**config.mk**
```make
export PLATFORM = sky130hd
export DESIGN_NAME = wl_sweep_scheduler_flat
export DESIGN_NICKNAME = d
export VERILOG_FILES = /design/src/rtl/wl_sweep_scheduler_pkg.sv /design/src/rtl/wl_sweep_scheduler_if.sv /design/src/rtl/wl_sweep_scheduler_cycle_timer.sv /design/src/rtl/wl_sweep_scheduler.sv /design/src/flat_wrapper.sv
export SDC_FILE = /design/constraint.sdc
export NUM_CORES = 1
export LEC_CHECK = 0
export ABC_AREA = 1
export CAP_MARGIN = 10
export CORE_ASPECT_RATIO = 0.7
export CORE_UTILIZATION = 40
export CTS_BUF_LIST = sky130_fd_sc_hd__clkbuf_8
export DETAILED_ROUTE_END_ITERATION = 7
export PLACE_DENSITY = 0.68
export SLEW_MARGIN = 20
export SYNTH_ARGS = -nofsm -noshare
export SYNTH_HDL_FRONTEND = slang
export SYNTH_SLANG_ARGS = --single-unit
```
**constraint.sdc**
```tcl
create_clock -name clk -period 9.6 [get_ports clk]
set_input_delay 1.44 -clock clk [delete_from_list [all_inputs] [get_ports clk]]
set_output_delay 1.44 -clock clk [all_outputs]
set_load 0.05 [all_outputs]
```
**src/rtl/wl_sweep_scheduler_pkg.sv**
```systemverilog
// Shared types and widths for the word-length sweep scheduler.
package wl_sweep_scheduler_pkg;
  localparam int FRAC_W   = 8;
  localparam int MSE_W    = 64;
  localparam int CNT_W    = 16;
  localparam int MAX_CHAN = 16;

  typedef enum logic [3:0] {
    S_IDLE, S_APPLY, S_RST, S_SETTLE, S_START, S_WAIT, S_JUDGE, S_NEXT_CH, S_DONE
  } sweep_state_t;

  // Byte idx of a packed per-channel width vector (ch0 in the LSB byte).
  function automatic logic [FRAC_W-1:0] frac_max_of(input logic [MAX_CHAN*FRAC_W-1:0] fm,
                                                    input int idx);
    return fm[idx*FRAC_W +: FRAC_W];
  endfunction
endpackage

```
**src/rtl/wl_sweep_scheduler_if.sv**
```systemverilog
// Control/result bundle between the sweep scheduler and the control unit / collector.
interface wl_sweep_scheduler_if #(parameter int NUM_CHAN = 3);
  import wl_sweep_scheduler_pkg::*;
  logic                 go;
  logic [MSE_W-1:0]     mse_limit;
  logic [MSE_W-1:0]     mse_data;
  logic                 mse_valid;
  logic [FRAC_W-1:0]    sw_frac [NUM_CHAN];
  logic                 soft_rstn;
  logic                 start;
  logic                 busy;
  logic                 done;
  logic                 timeout_err;
  logic [CNT_W-1:0]     eval_count;

  modport master (input go, mse_limit, mse_data, mse_valid,
                  output sw_frac, soft_rstn, start, busy, done, timeout_err, eval_count);
  modport slave  (output go, mse_limit, mse_data, mse_valid,
                  input sw_frac, soft_rstn, start, busy, done, timeout_err, eval_count);
endinterface

```
**src/rtl/wl_sweep_scheduler_cycle_timer.sv**
```systemverilog
// Loadable down-counter; expired is high while the count sits at zero.
module wl_sweep_scheduler_cycle_timer #(parameter int W = 8) (
  input  logic         clk,
  input  logic         rst,
  input  logic         load,
  input  logic [W-1:0] load_val,
  output logic         expired
);
  logic [W-1:0] cnt;

  always_ff @(posedge clk or posedge rst) begin
    if (rst)              cnt <= '0;
    else if (load)        cnt <= load_val;
    else if (cnt != '0)   cnt <= cnt - W'(1);
  end

  assign expired = (cnt == '0);
endmodule

```
**src/rtl/wl_sweep_scheduler.sv**
```systemverilog
// Word-length sweep: per channel, narrows sw_frac until the MSE exceeds the limit.
// state     | meaning
// IDLE      | waiting for go
// APPLY     | write candidate width into sw_frac[ch]
// RST       | datapath soft reset held low
// SETTLE    | pipeline fill after reset release
// START     | one-cycle start pulse to the collector
// WAIT      | waiting for mse_valid or timeout
// JUDGE     | compare captured MSE with limit
// NEXT_CH   | advance to next channel (skips channels with no room)
// DONE      | sweep finished, results held
module wl_sweep_scheduler
  import wl_sweep_scheduler_pkg::*;
#(
  parameter int                         NUM_CHAN    = 3,
  parameter logic [NUM_CHAN*FRAC_W-1:0] FRAC_MAX    = {8'd24, 8'd12, 8'd12},
  parameter logic [FRAC_W-1:0]          FRAC_MIN    = 8'd0,
  parameter int                         RST_CYC     = 4,
  parameter int                         SETTLE_CYC  = 16,
  parameter int                         TIMEOUT_CYC = 2**24
) (
  input logic                 clk,
  input logic                 rst,
  wl_sweep_scheduler_if.master bus
);
  localparam int CH_W = (NUM_CHAN > 1) ? $clog2(NUM_CHAN) : 1;
  localparam logic [CH_W-1:0] LAST_CH = CH_W'(NUM_CHAN - 1);
  localparam logic [MAX_CHAN*FRAC_W-1:0] FM_EXT =
    {{((MAX_CHAN - NUM_CHAN) * FRAC_W){1'b0}}, FRAC_MAX};
  localparam int TMAX = (TIMEOUT_CYC > SETTLE_CYC)
    ? ((TIMEOUT_CYC > RST_CYC) ? TIMEOUT_CYC : RST_CYC)
    : ((SETTLE_CYC > RST_CYC) ? SETTLE_CYC : RST_CYC);
  localparam int TW = (TMAX > 2) ? $clog2(TMAX) : 1;

  sweep_state_t      state, state_nxt;
  logic [CH_W-1:0]   ch;
  logic [FRAC_W-1:0] cand;
  logic [FRAC_W-1:0] best   [NUM_CHAN];
  logic [FRAC_W-1:0] frac_q [NUM_CHAN];
  logic [MSE_W-1:0]  mse_q;
  logic              t_load, t_exp, pass;
  logic [TW-1:0]     t_val;
  logic [FRAC_W-1:0] fm_first, fm_next;

  assign fm_first    = frac_max_of(FM_EXT, 0);
  assign fm_next     = frac_max_of(FM_EXT, int'(ch) + 1);
  assign pass        = (mse_q <= bus.mse_limit);
  assign bus.sw_frac = frac_q;

  wl_sweep_scheduler_cycle_timer #(.W(TW)) u_timer (
    .clk(clk), .rst(rst), .load(t_load), .load_val(t_val), .expired(t_exp)
  );

  // The timer is loaded on entry to each timed phase, so each phase lasts exactly N cycles.
  always_comb begin
    state_nxt = state;
    t_load    = 1'b0;
    t_val     = '0;
    case (state)
      S_IDLE, S_DONE: if (bus.go) state_nxt = (fm_first <= FRAC_MIN) ? S_NEXT_CH : S_APPLY;
      S_APPLY: begin
        state_nxt = S_RST;
        t_load    = 1'b1;
        t_val     = TW'(RST_CYC - 1);
      end
      S_RST: if (t_exp) begin
        state_nxt = S_SETTLE;
        t_load    = 1'b1;
        t_val     = TW'(SETTLE_CYC - 1);
      end
      S_SETTLE: if (t_exp) begin
        state_nxt = S_START;
        t_load    = 1'b1;
        t_val     = TW'(TIMEOUT_CYC - 1);
      end
      S_START: state_nxt = S_WAIT;
      S_WAIT: begin
        if (bus.mse_valid) state_nxt = S_JUDGE;
        else if (t_exp)    state_nxt = S_DONE;
      end
      S_JUDGE:   state_nxt = (pass && cand != FRAC_MIN) ? S_APPLY : S_NEXT_CH;
      S_NEXT_CH: begin
        if (ch == LAST_CH)          state_nxt = S_DONE;
        else if (fm_next > FRAC_MIN) state_nxt = S_APPLY;
      end
      default:   state_nxt = S_IDLE;
    endcase
  end

  always_ff @(posedge clk or posedge rst) begin
    if (rst) begin
      state           <= S_IDLE;
      ch              <= '0;
      cand            <= '0;
      mse_q           <= '0;
      bus.soft_rstn   <= 1'b1;
      bus.start       <= 1'b0;
      bus.busy        <= 1'b0;
      bus.done        <= 1'b0;
      bus.timeout_err <= 1'b0;
      bus.eval_count  <= '0;
      for (int i = 0; i < NUM_CHAN; i++) begin
        best[i]   <= frac_max_of(FM_EXT, i);
        frac_q[i] <= frac_max_of(FM_EXT, i);
      end
    end else begin
      state           <= state_nxt;
      bus.soft_rstn   <= (state_nxt != S_RST);
      bus.start       <= (state_nxt == S_START);
      bus.busy        <= (state_nxt != S_IDLE) && (state_nxt != S_DONE);
      bus.done        <= (state_nxt == S_DONE);
      case (state)
        S_IDLE, S_DONE: if (bus.go) begin
          ch              <= '0;
          cand            <= fm_first - 8'd1;
          bus.timeout_err <= 1'b0;
          bus.eval_count  <= '0;
          for (int i = 0; i < NUM_CHAN; i++) begin
            best[i]   <= frac_max_of(FM_EXT, i);
            frac_q[i] <= frac_max_of(FM_EXT, i);
          end
        end
        S_APPLY: frac_q[ch] <= cand;
        S_WAIT: begin
          if (bus.mse_valid) begin
            mse_q <= bus.mse_data;
            if (bus.eval_count != '1) bus.eval_count <= bus.eval_count + 1'b1;
          end else if (t_exp) begin
            frac_q[ch]      <= best[ch];
            bus.timeout_err <= 1'b1;
          end
        end
        S_JUDGE: begin
          if (pass) begin
            best[ch] <= cand;
            if (cand != FRAC_MIN) cand <= cand - 8'd1;
          end else begin
            frac_q[ch] <= best[ch];
          end
        end
        S_NEXT_CH: if (ch != LAST_CH) begin
          ch   <= ch + 1'b1;
          cand <= fm_next - 8'd1;
        end
        default: ;
      endcase
    end
  end
endmodule
```
**src/flat_wrapper.sv**
```systemverilog
// flat-port wrapper written by rule: the top's interface ports become plain ports
module wl_sweep_scheduler_flat import wl_sweep_scheduler_pkg::*;
#(
  parameter int                         NUM_CHAN    = 3,
  parameter logic [NUM_CHAN*FRAC_W-1:0] FRAC_MAX    = {8'd24, 8'd12, 8'd12},
  parameter logic [FRAC_W-1:0]          FRAC_MIN    = 8'd0,
  parameter int                         RST_CYC     = 4,
  parameter int                         SETTLE_CYC  = 16,
  parameter int                         TIMEOUT_CYC = 2**24
)
  (clk, rst, bus_go, bus_mse_limit, bus_mse_data, bus_mse_valid, bus_sw_frac, bus_soft_rstn, bus_start, bus_busy, bus_done, bus_timeout_err, bus_eval_count);
  wl_sweep_scheduler_if #(.NUM_CHAN(NUM_CHAN)) bus_i ();
  input logic clk;
  input logic rst;
  input wire logic [$bits(bus_i.go)-1:0] bus_go;
  input wire logic [$bits(bus_i.mse_limit)-1:0] bus_mse_limit;
  input wire logic [$bits(bus_i.mse_data)-1:0] bus_mse_data;
  input wire logic [$bits(bus_i.mse_valid)-1:0] bus_mse_valid;
  output wire logic [$bits(bus_i.sw_frac)-1:0] bus_sw_frac;
  output wire logic [$bits(bus_i.soft_rstn)-1:0] bus_soft_rstn;
  output wire logic [$bits(bus_i.start)-1:0] bus_start;
  output wire logic [$bits(bus_i.busy)-1:0] bus_busy;
  output wire logic [$bits(bus_i.done)-1:0] bus_done;
  output wire logic [$bits(bus_i.timeout_err)-1:0] bus_timeout_err;
  output wire logic [$bits(bus_i.eval_count)-1:0] bus_eval_count;
  assign bus_i.go = bus_go;
  assign bus_i.mse_limit = bus_mse_limit;
  assign bus_i.mse_data = bus_mse_data;
  assign bus_i.mse_valid = bus_mse_valid;
  assign bus_sw_frac = {>>{bus_i.sw_frac}};
  assign bus_soft_rstn = bus_i.soft_rstn;
  assign bus_start = bus_i.start;
  assign bus_busy = bus_i.busy;
  assign bus_done = bus_i.done;
  assign bus_timeout_err = bus_i.timeout_err;
  assign bus_eval_count = bus_i.eval_count;
  wl_sweep_scheduler #(.NUM_CHAN(NUM_CHAN), .FRAC_MAX(FRAC_MAX), .FRAC_MIN(FRAC_MIN), .RST_CYC(RST_CYC), .SETTLE_CYC(SETTLE_CYC), .TIMEOUT_CYC(TIMEOUT_CYC)) u_core (.clk(clk), .rst(rst), .bus(bus_i));
endmodule
```
## Word-level counts from Yosys, hierarchy flattened

Index checks and enable logic that the tools add are counted.
W data, S select, Z words.

- Equal/unequal tests: 24
- Reductions and logical operators: 23
- $add $sub $neg: 6
- Shift-type cells: 1
- Order comparisons: 4
- Bitwise gates (word level): 1
- Mux-type cells: 47

Operators by type and width:

| operator | number |
|---|---|
| $mux W24 | 8 |
| $shiftx A128 B32 Y8 const A | 1 |
| $pmux W24 S4 | 1 |
| $bwmux W24 | 3 |
| $pmux W24 S3 | 1 |
| $le A64 B64 Y1 | 1 |
| $mux W8 | 7 |
| $mux W16 | 3 |
| $pmux W24 S2 | 1 |
| $mux W4 | 8 |
| $pmux W16 S2 | 1 |
| $pmux W4 S8 | 1 |
| $logic_not A24 Y1 | 1 |
| $pmux W8 S3 | 1 |
| $reduce_bool A24 Y1 | 1 |
| $sub A24 B1 Y24 const B | 1 |
| $eq A4 B3 Y1 const B | 5 |
| $add A16 B1 Y16 const B | 1 |
| $bmux W8 S2 | 1 |
| $demux W8 S2 | 1 |
| $ne A16 B16 Y1 const B | 1 |
| $sub A8 B1 Y8 const B | 2 |
| $ne A2 B1 Y1 const B | 5 |
| $ne A2 B2 Y1 const B | 5 |
| 28 further kinds | 45 |

- Output and inout bits: 45
- Input bits: 132
- Word-level logic and storage cells: 123
- Flip-flop bits (word level): 171

## Depth between registers and ports, before layout

Gate-level depths: netlist of the first run.

- Depth after elaboration: 9
- Depth in mapped cells: 22
- Mapped depth without buffers: 21

## Hierarchy

From an unflattened synthesis of the first run, not the netlist that was laid out.

- Cells, all modules: 1,324
- Area total of the unflattened synthesis: 10,670.2 um2

Modules (own cells, without submodules):

| module | area an instance (um2) | times used | seq. area each (um2) | cells an instance |
|---|---|---|---|---|
| wl_sweep_scheduler | 8,974.9 | 1 | 3,694.8 | 1,055 |
| wl_sweep_scheduler_cycle_timer | 1,695.4 | 1 | 600.6 | 269 |

## Worst setup path before layout of the first run

Ideal clock, no wire load.

- Path kind: input-to-reg
- From: input port bus_mse_limit[31]
- To: register u_core.best[13] in the netlist's numbering
- Stages: 16
- Path slack: 6.372 ns
- Data required time: 9.483 ns
- Library setup time: 0.117 ns
- Path buffers: 1
- Data arrival time: 3.111 ns
- Cell sequence: inv_1 > ha_1 > nand2_1 > nor2_1 > nand2_1 > nor4_1 > nand2_1 > nand2_1 > nand2_1 > nand2_1 > nand2_1 > nand2_1 > clkinv_1 > clkbuf_1 > nand3_1 > nand2_1

- Word-level cells in the longest chain between the ends: 3

Ends and longest elaborated chain:

| element | RTL line | RTL |
|---|---|---|
| start: declaration | flat_wrapper.sv:16 | `input wire logic [$bits(bus_i.mse_limit)-1:0] bus_mse_limit;` |
| $le A64 B64 Y1 | wl_sweep_scheduler.sv:47 | `assign pass = (mse_q <= bus.mse_limit);` |
| $ne A2 B1 Y1 (no source line) | - |  |
| $reduce_and A3 Y1 (no source line) | - |  |
| end signal: indexed assignment | wl_sweep_scheduler.sv:103 | `best[i] <= frac_max_of(FM_EXT, i);` |
| end signal: indexed assignment | wl_sweep_scheduler.sv:119 | `best[i] <= frac_max_of(FM_EXT, i);` |
| end signal: indexed assignment | wl_sweep_scheduler.sv:135 | `best[ch] <= cand;` |
| end: declaration | wl_sweep_scheduler.sv:38 | `logic [FRAC_W-1:0] best [NUM_CHAN];` |

No other way between the ends.
A chain may end at the register's enable or synchronous reset.

## Worst setup path in the final report of the first run

- From: input port bus_mse_limit[55]
- To: register u_core.best[8] in the netlist's numbering

The elaborated chain is that of the path after synthesis.

==> flow_summary_export.csv, run 1 <==
group,metric,value,unit
global_routing,grt_usage,0.225,
detailed_routing,drt_iter0_drc,663,
layout,regArea,4300,um2
clock_network,cts_tree,"done",
logic_synthesis,syn_area_per_cell,7.37,um2
global_routing,grt_max_degree,112,
placed_design,place.gp.congestion,0.904,
die,core,24900,um2
worst_setup_path,reg2reg_from,"u_core.state[3]",
layout,fillers,2377,
timing,max_freq,0.255,GHz
worst_hold_path,hold_class,"flip-flop to flip-flop",
pwr,p_per_area,189,nW/um2
timing,slew_headroom,0.343,
timing,finalHoldViolCount,0,
layout,fin_nets,1751,
detailed_routing,vias_per_cell,5.10,
worst_setup_path,worst-path-buf-inv,2,
worst_setup_path,max_stage_delay,0.45,ns
global_routing,grt-ovfl-total,0,
logic_synthesis,syn-instance-count,1395,
die,start_util,0.412,
timing,worst_pin_slew,0.984,ns
clock_network,cts_setup_buffers,0,
timing,setup_tns,0,ns
worst_setup_path,crit_fanout,10,
timing,drv_slew,0,
worst_setup_path,start_kind,"primary input",
die,io_pins,177,
die,die-area,26300,um2
logic_synthesis,ys_seq_area_frac,0.418,
die,num_rows,48,
job,drv_cap,0,
worst_setup_path,cp_slowest_cell,"clkdlybuf4s50_1",
clock_network,htreeDepth,4,
clock_network,cts_buffers,17,
clock_network,hold_buffers,0,
layout,area_growth_syn_to_layout,23.7,%
placed_design,io_buffers,176,
logic_synthesis,syn_nets,1598,
layout,fin_util,0.510,
pwr,p_leak,6.44,nW
clock_network,cts_resized,0,
worst_setup_path,cp-end-kind,"flip-flop",
detailed_routing,routed_wl,28200,um
clock_network,clockBufferDepth,2,
clock_network,clkTransAtPathRegs,0.10,ns
worst_setup_path,crit_chain,"clkdlybuf4s50_1, inv_1, ha_1, nand2_1, nor4_1, nand2_1, nor2_1, nand4_1, nand2_1, nand2_1, nand2_1, nand2_1, nand2_1, nand2_1",
global_routing,grt_antenna_before_repair,0,
layout,drive_gt1_frac,0.0519,
clock_network,root_buffer,"clkbuf_8",
timing,final-setup-viol-count,0,
worst_setup_path,critPathTopFamily,"simple AND/OR/NAND/NOR gates",
pwr,peakVddDrop,0.123,mV
die,fp.dieH,136,um
logic_synthesis,yosysWarnings,0,
clock_network,clock_sinks,171,
layout,multi_input_area,5180,um2
timing,skew,0.0196,ns
clock_network,clock_latency,0.49,ns
worst_setup_path,crit_top_cell,"nand2_1",
logic_synthesis,syn-cell-area,10300,um2
worst_hold_path,min-delay-start,"u_core.best[19]",
timing,hold_ws,0.472,ns
detailed_routing,wire_per_inst,15.0,um
detailed_routing,final_antenna_net_count,0,
detailed_routing,drc,0,
timing,fin_crit_sh,0.408,
global_routing,grt_pass1_vias,9257,
global_routing,grt_pass1_wl,47100,um
worst_setup_path,crit_arrival,4.29,ns
detailed_routing,vias,9632,
layout,final_cell_area,12700,um2
placed_design,post_dp_cell_area,12300,um2
logic_synthesis,synthDistinctLibCells,47,
worst_setup_path,crit_type,"primary input to flip-flop",
worst_setup_path,startpoint,"bus_mse_limit[55]",
worst_setup_path,cp.required,9.97,ns
status,outcome,"complete, no violations",
placed_design,dp.final_hpwl,20700,um
timing,rsz0062_at_grt,"no",
timing,period_needed,3.92,ns
logic_synthesis,synth-seq-cells,171,
detailed_routing,drtPass1Iterations,7,
die,die_x,194,um
logic make-up after synthesis:
group	Yosys count	synth area share
adders and majority gates	71	0.0865
AOI/OAI and AO/OA	230	0.123
and+or+nand+nor	705	0.283
DFF	171	0.418
xor gates and xnor gates	12	0.0102
buffers and inverters	206	0.0789
worst reg2reg max path, stage by stage (launching register included):
cell and delay, ns:
dfrtp_1 0.41, inv_1 0.07, nand2_2 0.12, nor3_4 0.39, inv_2 0.14, nor2_4 0.10
buf_4 0.59, inv_2 0.07, buf_4 0.34, o21ai_1 0.29, a211oi_2 0.06, nand2_1 0.07
buf_4 0.41, nand2_1 0.15, o21ai_2 0.08
per-stage QoR:
step / cells / setup WS, ns / power [mW]
after CTS: 1886 / 5.70 / 2.40
after global routing: 1886 / 5.39 / 2.57
final: 1887 / 5.68 / 2.40
after detailed placement: 1854 / 5.17 / 1.84
after global placement: 1854 / 5.28 / 1.82
after floorplan: 1395 / 3.55 / 1.58
state kept, by name (all words and copies together) (netlist names):
| name | count |
|---|---|
| u_core.bus.soft_rstn | 1 |
| u_core.state | 4 |
| u_core.bus.timeout_err | 1 |
| u_core.u_timer.cnt | 24 |
| u_core.mse_q | 64 |
| u_core.cand | 8 |
| u_core.ch | 2 |
| u_core.bus.start | 1 |
| u_core.best | 24 |
| u_core.bus.busy | 1 |
| u_core.bus.sw_frac | 24 |
| u_core.bus.done | 1 |
| u_core.bus.eval_count | 16 |
layout make-up:
cell class,instances,share of cell area
Antenna cell,1,0.000197
Clock buffer,19,0.0206
Clock inverter,13,0.0130
Inverter,159,0.0475
Multi-Input combinational cell,1018,0.407
Sequential cell,171,0.338
Tap cell,325,0.0320
Timing Repair Buffer,181,0.142
cells in the mapped netlist (all sizes together):
cell	instances	area, um2
nand2	498	1880
dfrtp	158	3950
inv	156	586
o21ai	105	541
nor2	94	380
a21oi	90	454
ha	71	888
nand3	40	200
clkbuf	33	124
nor3	29	166
nand4	24	150
buf	14	90.1
dfstp	13	342
a22oi	12	90.1
nor4	9	56.3
xor2	8	70.1
a2bb2oi	6	52.6
o21a	4	30.0
or2	4	25.0
xnor2	4	35.0
and3	3	18.8
clkinv	3	11.3
nand3b	3	22.5
o31ai	3	22.5
a211oi	2	20.0
a21o	2	15.0
a31oi	2	12.5
a21boi	1	7.51
a31o	1	8.76
nor3b	1	7.51
o211ai	1	7.51
o21bai	1	7.51
layout by cell type (no fill, tap or decap), types with 4 or more instances in the layout:
cell type	n
nor3_1	26
a2bb2oi_1	6
clkbuf_8	19
o21ai_0	82
a22oi_1	12
o21a_1	4
xor2_1	8
dfrtp_1	158
dfstp_2	13
o21ai_1	19
nand3_1	40
inv_1	147
a21oi_1	89
inv_2	8
nor4_1	9
buf_4	5
nand4_1	24
clkdlybuf4s50_1	176
nand2_1	496
o21ai_2	4
xnor2_1	4
ha_1	71
nor2_4	4
nor2_1	87
worst paths after layout:
| path | slack (ns) | endpoint | depth (start not counted) |
|---|---|---|---|
| max | 5.68 | u_core.best[8] | 14 |
| min | 0.47 | u_core.best[19] | 2 |
| max reg2reg | 6.22 | u_core.bus.sw_frac[7] | 14 |
| min reg2reg | 0.47 | u_core.best[19] | 2 |
| max in group asynchronous | 6.74 | u_core.mse_q[7] | 3 |
| min in group asynchronous | 1.53 | u_core.mse_q[39] | 2 |
metal layers:
| layer | up-vias | wire, um | global-route usage |
|---|---|---|---|
| met2 | 284 | 11900 | 0.343 |
| met1 | 4517 | 14200 | 0.324 |
| met3 | 30 | 1700 | 0.0419 |
| met5 | - | 0 | 0 |
| li1 | 4801 | - | - |
| met4 | 0 | 437 | 0.0622 |
power by group:
part           switching, mW  internal [mW]  total, mW  leakage [nW]
clock network          0.284          0.273      0.558         0.217
registers             0.0948          0.839      0.934          2.24
logic                  0.600          0.305      0.906          3.98
total                  0.979           1.42       2.40          6.44
No activity file was read; power rests on OpenSTA's default activity.
==> inputs of run 2 (changes only) <==
clock period = 3.84 ns   (was 9.6 ns; I/O delays follow)
==> flow_summary_export.csv, run 2 (synthesized netlist as in run 1, its figures left out) <==
group,metric,value,unit
layout,fin_nets,1763,
layout,layout_commonest_cell,"nand2_1",
timing,period_needed,3.02,ns
timing,max_freq,0.332,GHz
clock_network,root_buffer,"clkbuf_8",
clock_network,clock_latency,0.47,ns
pwr,peakVddDrop,0.290,mV
worst_hold_path,min-delay-start,"u_core.best[18]",
worst_setup_path,crit_fanout,10,
timing,slew_headroom,0.448,
clock_network,cts_setup_buffers,0,
layout,largest_reg_flops,64,
clock_network,cts_buffers,17,
placed_design,place.gp.congestion,0.918,
global_routing,grt_antenna_before_repair,1,
timing,final-setup-viol-count,0,
die,die-area,26300,um2
layout,top_register,"u_core.mse_q",
worst_setup_path,reg2regPathDepth,12,
detailed_routing,final_antenna_net_count,0,
timing,skew,0.0199,ns
die,die_x,194,um
detailed_routing,drt_iter0_drc,757,
die,io_pins,177,
die,fp.dieH,136,um
timing,fin_crit_sh,0.785,
detailed_routing,vias,9476,
worst_setup_path,start_kind,"primary input",
layout,fin_util,0.517,
worst_hold_path,hold_class,"flip-flop to flip-flop",
layout,diodes,0,
detailed_routing,drtPass1Iterations,6,
pwr,p_leak,6.52,nW
worst_setup_path,cp-end-kind,"flip-flop",
global_routing,grt-ovfl-total,0,
placed_design,preCtsSetupSlack,0.365,ns
worst_setup_path,crit_type,"primary input to flip-flop",
worst_setup_path,timing.rr.end,"u_core.best[21]",
worst_setup_path,ff2ff_setup_slack,1.02,ns
timing,setup_tns,0,ns
die,core,24900,um2
clock_network,cts_resized,0,
layout,drive_gt1_frac,0.0585,
clock_network,clock_sinks,171,
status,outcome,"complete, no violations",
timing,drv_slew,0,
global_routing,grt_pass1_vias,9087,
worst_setup_path,cp.required,4.19,ns
clock_network,cts_tree,"done",
timing,worst_pin_slew,0.820,ns
clock_network,htreeDepth,4,
worst_setup_path,reg2reg_from,"u_core.mse_q[62]",
placed_design,io_buffers,176,
worst_setup_path,crit_arrival,3.36,ns
placed_design,dp.final_hpwl,21100,um
die,start_util,0.412,
timing,worst_slack,0.824,ns
detailed_routing,vias_per_cell,4.99,
detailed_routing,routed_wl,28100,um
detailed_routing,wire_per_inst,14.8,um
clock_network,clockBufferDepth,2,
pwr,p_per_area,476,nW/um2
worst_hold_path,min_path_cells,2,
global_routing,grt_usage,0.221,
layout,most-common-layout-cells,"496 x nand2_1, 176 x clkdlybuf4s50_1, 158 x dfrtp_1",
clock_network,hold_buffers,0,
clock_network,clkTransAtPathRegs,0.09,ns
worst_hold_path,hold_path_end,"u_core.best[18]",
job,drv_cap,0,
global_routing,grt_pass1_wl,46400,um
timing,finalHoldViolCount,0,
detailed_routing,drc,0,
die,num_rows,48,
layout,area_growth_syn_to_layout,25.4,%
timing,rsz0062_at_grt,"no",
global_routing,grt_max_degree,66,
## run 2: changes by cell type in the layout (fill, tap and decap cells not counted), sizes merged
| cell | before | now |
|---|---|---|
| clkinv | 9 | 7 |
| clkbuf | 19 | 18 |
| diode | 1 | 0 |
| buf | 5 | 17 |
| bufinv | 3 | 5 |
| inv | 159 | 156 |
| clkinvlp | 1 | 5 |
## run 2: worst max-delay path by stage
stage,start,end,slack (ns),cells after the start
6_report,bus_mse_limit[63],u_core.best[21],0.82,14
5_1_grt,bus_mse_limit[63],u_core.best[21],0.55,14
4_1_cts,bus_mse_limit[55],u_core.best[21],0.86,14
3_5_place_dp,bus_mse_limit[55],u_core.best[9],0.36,14
3_3_place_gp,bus_mse_limit[55],u_core.best[12],0.50,14
2_1_floorplan,rst,u_core.best[0],1.09,1
## run 2: critical path, stage by stage
cell	delay [ns]
clkdlybuf4s50_1	0.45
inv_1	0.04
ha_1	0.30
nand4_1	0.13
nor3_1	0.29
nand2_1	0.13
nor2_1	0.26
nand4_1	0.17
nand2_1	0.15
nand2_1	0.10
nand2_1	0.30
nand2_1	0.29
nand2_1	0.13
nand2_1	0.06
## run 2: routing by layer
metal  share of wire  GRT usage  vias up  wire length [um]
met3           0.057     0.0479       21              1590
met4           0.011     0.0431        0               317
met5               0          0        -                 0
met2            0.42      0.332      220             11600
li1                -          -     4832                 -
met1            0.52      0.327     4403             14500
## run 2: cell type report
class / instances / area [um2]
clock buffers: 18 / 248
inverters: 159 / 601
fillers: 2410 / 12000
multi-input cells: 1018 / 5180
flip-flops and latches: 171 / 4300
well taps: 325 / 407
repair buffers: 193 / 1940
clock inverters: 14 / 219
## run 2: report_power, final
group	internal (mW)	total (mW)	leakage, nW	switching [mW]
registers	2.10	2.33	2.24	0.236
logic	0.811	2.30	4.05	1.49
clock network	0.795	1.50	0.223	0.705
## run 2: metrics by stage
stage / hold slack (ns) / power (mW) / instance area, um2 / instances
after CTS: 0.470 / 6.16 / 12900 / 1898
after global routing: 0.484 / 6.55 / 12900 / 1898
after detailed placement: 0.454 / 4.64 / 12400 / 1866
after global placement: 0.447 / 4.60 / 12400 / 1866
final: 0.473 / 6.14 / 12900 / 1898
after floorplan: 0.434 / 3.95 / 10300 / 1395
==> inputs of run 3 (changes only) <==
clock period = 2.98 ns   (was 3.84 ns; I/O delays follow)
==> flow_summary_export.csv, run 3 (synthesized netlist as in run 1, its figures left out) <==
group,metric,value,unit
status,outcome,"complete, no violations",
detailed_routing,drc,0,
global_routing,grt-ovfl-total,0,
layout,fin_nets,1783,
layout,largest_reg_flops,64,
global_routing,grt_max_degree,66,
timing,skew,0.0162,ns
worst_setup_path,cp.required,3.35,ns
timing,worst_pin_slew,0.784,ns
timing,final-setup-viol-count,0,
detailed_routing,final_antenna_net_count,0,
timing,setup_tns,0,ns
pwr,p_leak,6.61,nW
layout,top_register,"u_core.mse_q",
clock_network,clkTransAtPathRegs,0.09,ns
global_routing,grt_antenna_before_repair,2,
worst_setup_path,crit_arrival,3.07,ns
timing,rsz0062_at_grt,"no",
clock_network,clock_sinks,171,
die,io_pins,177,
detailed_routing,routed_wl,29000,um
pwr,switching_share,0.402,
timing,finalHoldViolCount,0,
worst_setup_path,crit_fanout,8,
worst_hold_path,hold_class,"primary input to async pin",
die,core,24900,um2
pwr,netSwitchingPower,3.17,mW
layout,diodes,0,
timing,slew_headroom,0.476,
layout,layout_commonest_cell,"nand2_1",
clock_network,cts_buffers,17,
clock_network,cts_setup_buffers,0,
global_routing,grt_usage,0.228,
die,num_rows,48,
clock_network,hold_buffers,0,
detailed_routing,wire_per_inst,15.1,um
clock_network,clock_latency,0.48,ns
clock_network,root_buffer,"clkbuf_8",
global_routing,grt_pass1_vias,9198,
placed_design,dp.final_hpwl,21900,um
layout,most-common-layout-cells,"496 x nand2_1, 176 x clkdlybuf4s50_1, 158 x dfrtp_1",
placed_design,post_dp_cell_area,12600,um2
die,start_util,0.412,
die,die_x,194,um
detailed_routing,vias_per_cell,5.01,
pwr,peakVddDrop,0.358,mV
placed_design,io_buffers,176,
detailed_routing,drt_iter0_drc,664,
placed_design,place.gp.congestion,0.920,
timing,fin_crit_sh,0.905,
clock_network,cts_tree,"done",
timing,drv_slew,0,
pwr,clock_power_share,0.234,
worst_setup_path,crit_type,"primary input to flip-flop",
global_routing,grt_pass1_wl,47300,um
clock_network,cts_resized,0,
job,drv_cap,0,
pwr,p_seq_frac,0.381,
layout,final_cell_area,13000,um2
timing,max_freq,0.371,GHz
die,die-area,26300,um2
detailed_routing,vias,9608,
worst_setup_path,cp-end-kind,"flip-flop",
pwr,power_frac_comb,0.385,
layout,area_growth_syn_to_layout,27.0,%
die,fp.dieH,136,um
pwr,p_per_area,604,nW/um2
timing,period_needed,2.70,ns
worst_setup_path,start_kind,"primary input",
layout,drive_gt1_frac,0.0703,
detailed_routing,drtPass1Iterations,5,
pwr,internal_power,4.72,mW
clock_network,clockBufferDepth,2,
clock_network,htreeDepth,4,
run 3: cell types whose count changed in the layout (fill, tap and decap cells not counted), sizes merged:
cell	change
buf	+20
bufinv	-1
clkinv	+1
run 3: metal layers:
metal,wire length (um),track usage,vias up
met5,0,0,-
met2,12000,0.335,272
met1,14900,0.335,4441
met3,1740,0.0499,23
met4,348,0.0600,0
li1,-,-,4872
run 3: final cells by class:
type / count / area, um2
Fill cell: 2411 / 11900
Multi-Input combinational cell: 1018 / 5180
Sequential cell: 171 / 4300
Timing Repair Buffer: 213 / 2130
Inverter: 159 / 601
Tap cell: 325 / 407
Clock buffer: 18 / 248
Clock inverter: 14 / 195
run 3: worst max-delay path, stage by stage:
cell and delay [ns]:
clkdlybuf4s50_1 0.46, inv_1 0.04, ha_1 0.31, nand4_1 0.15, nor2_1 0.25, nand3b_1 0.12
nor2_1 0.24, nand4_1 0.17, nand2_1 0.15, nand2_1 0.10, nand2_1 0.19, nand2_1 0.25
nand2_1 0.12, nand2_1 0.06
run 3: final timing paths:
kind	start	endpoint	slack, ns	depth (start not counted)
min reg2reg	u_core.best[18]	u_core.best[18]	0.47	2
max	bus_mse_limit[47]	u_core.best[9]	0.28	14
min in group clk	u_core.best[18]	u_core.best[18]	0.47	2
max in group asynchronous	rst	u_core.bus.sw_frac[10]	1.79	3
max reg2reg	u_core.mse_q[46]	u_core.best[9]	0.34	12
min	rst	u_core.u_timer.cnt[11]	0.47	2
run 3: through the flow:
stage,instances,setup WS (ns),power (mW),util,hold slack (ns)
floorplan,1395,0.361,5.09,-,0.434
global placement,1886,-0.0650,5.98,0.506,0.448
detailed placement,1886,-0.160,6.05,0.506,0.454
CTS,1918,0.359,7.91,0.524,0.464
global route,1918,0.0742,8.43,0.524,0.481
finish,1918,0.282,7.88,0.524,0.467
run 3: power groups by stage:
stage	logic [mW]	clock network [mW]	registers (mW)
global route	3.41	1.98	3.04
finish	3.04	1.84	3.00
detailed placement	3.01	0	3.03
global placement	2.94	0	3.04
CTS	3.02	1.89	2.99
floorplan	1.88	0	3.20
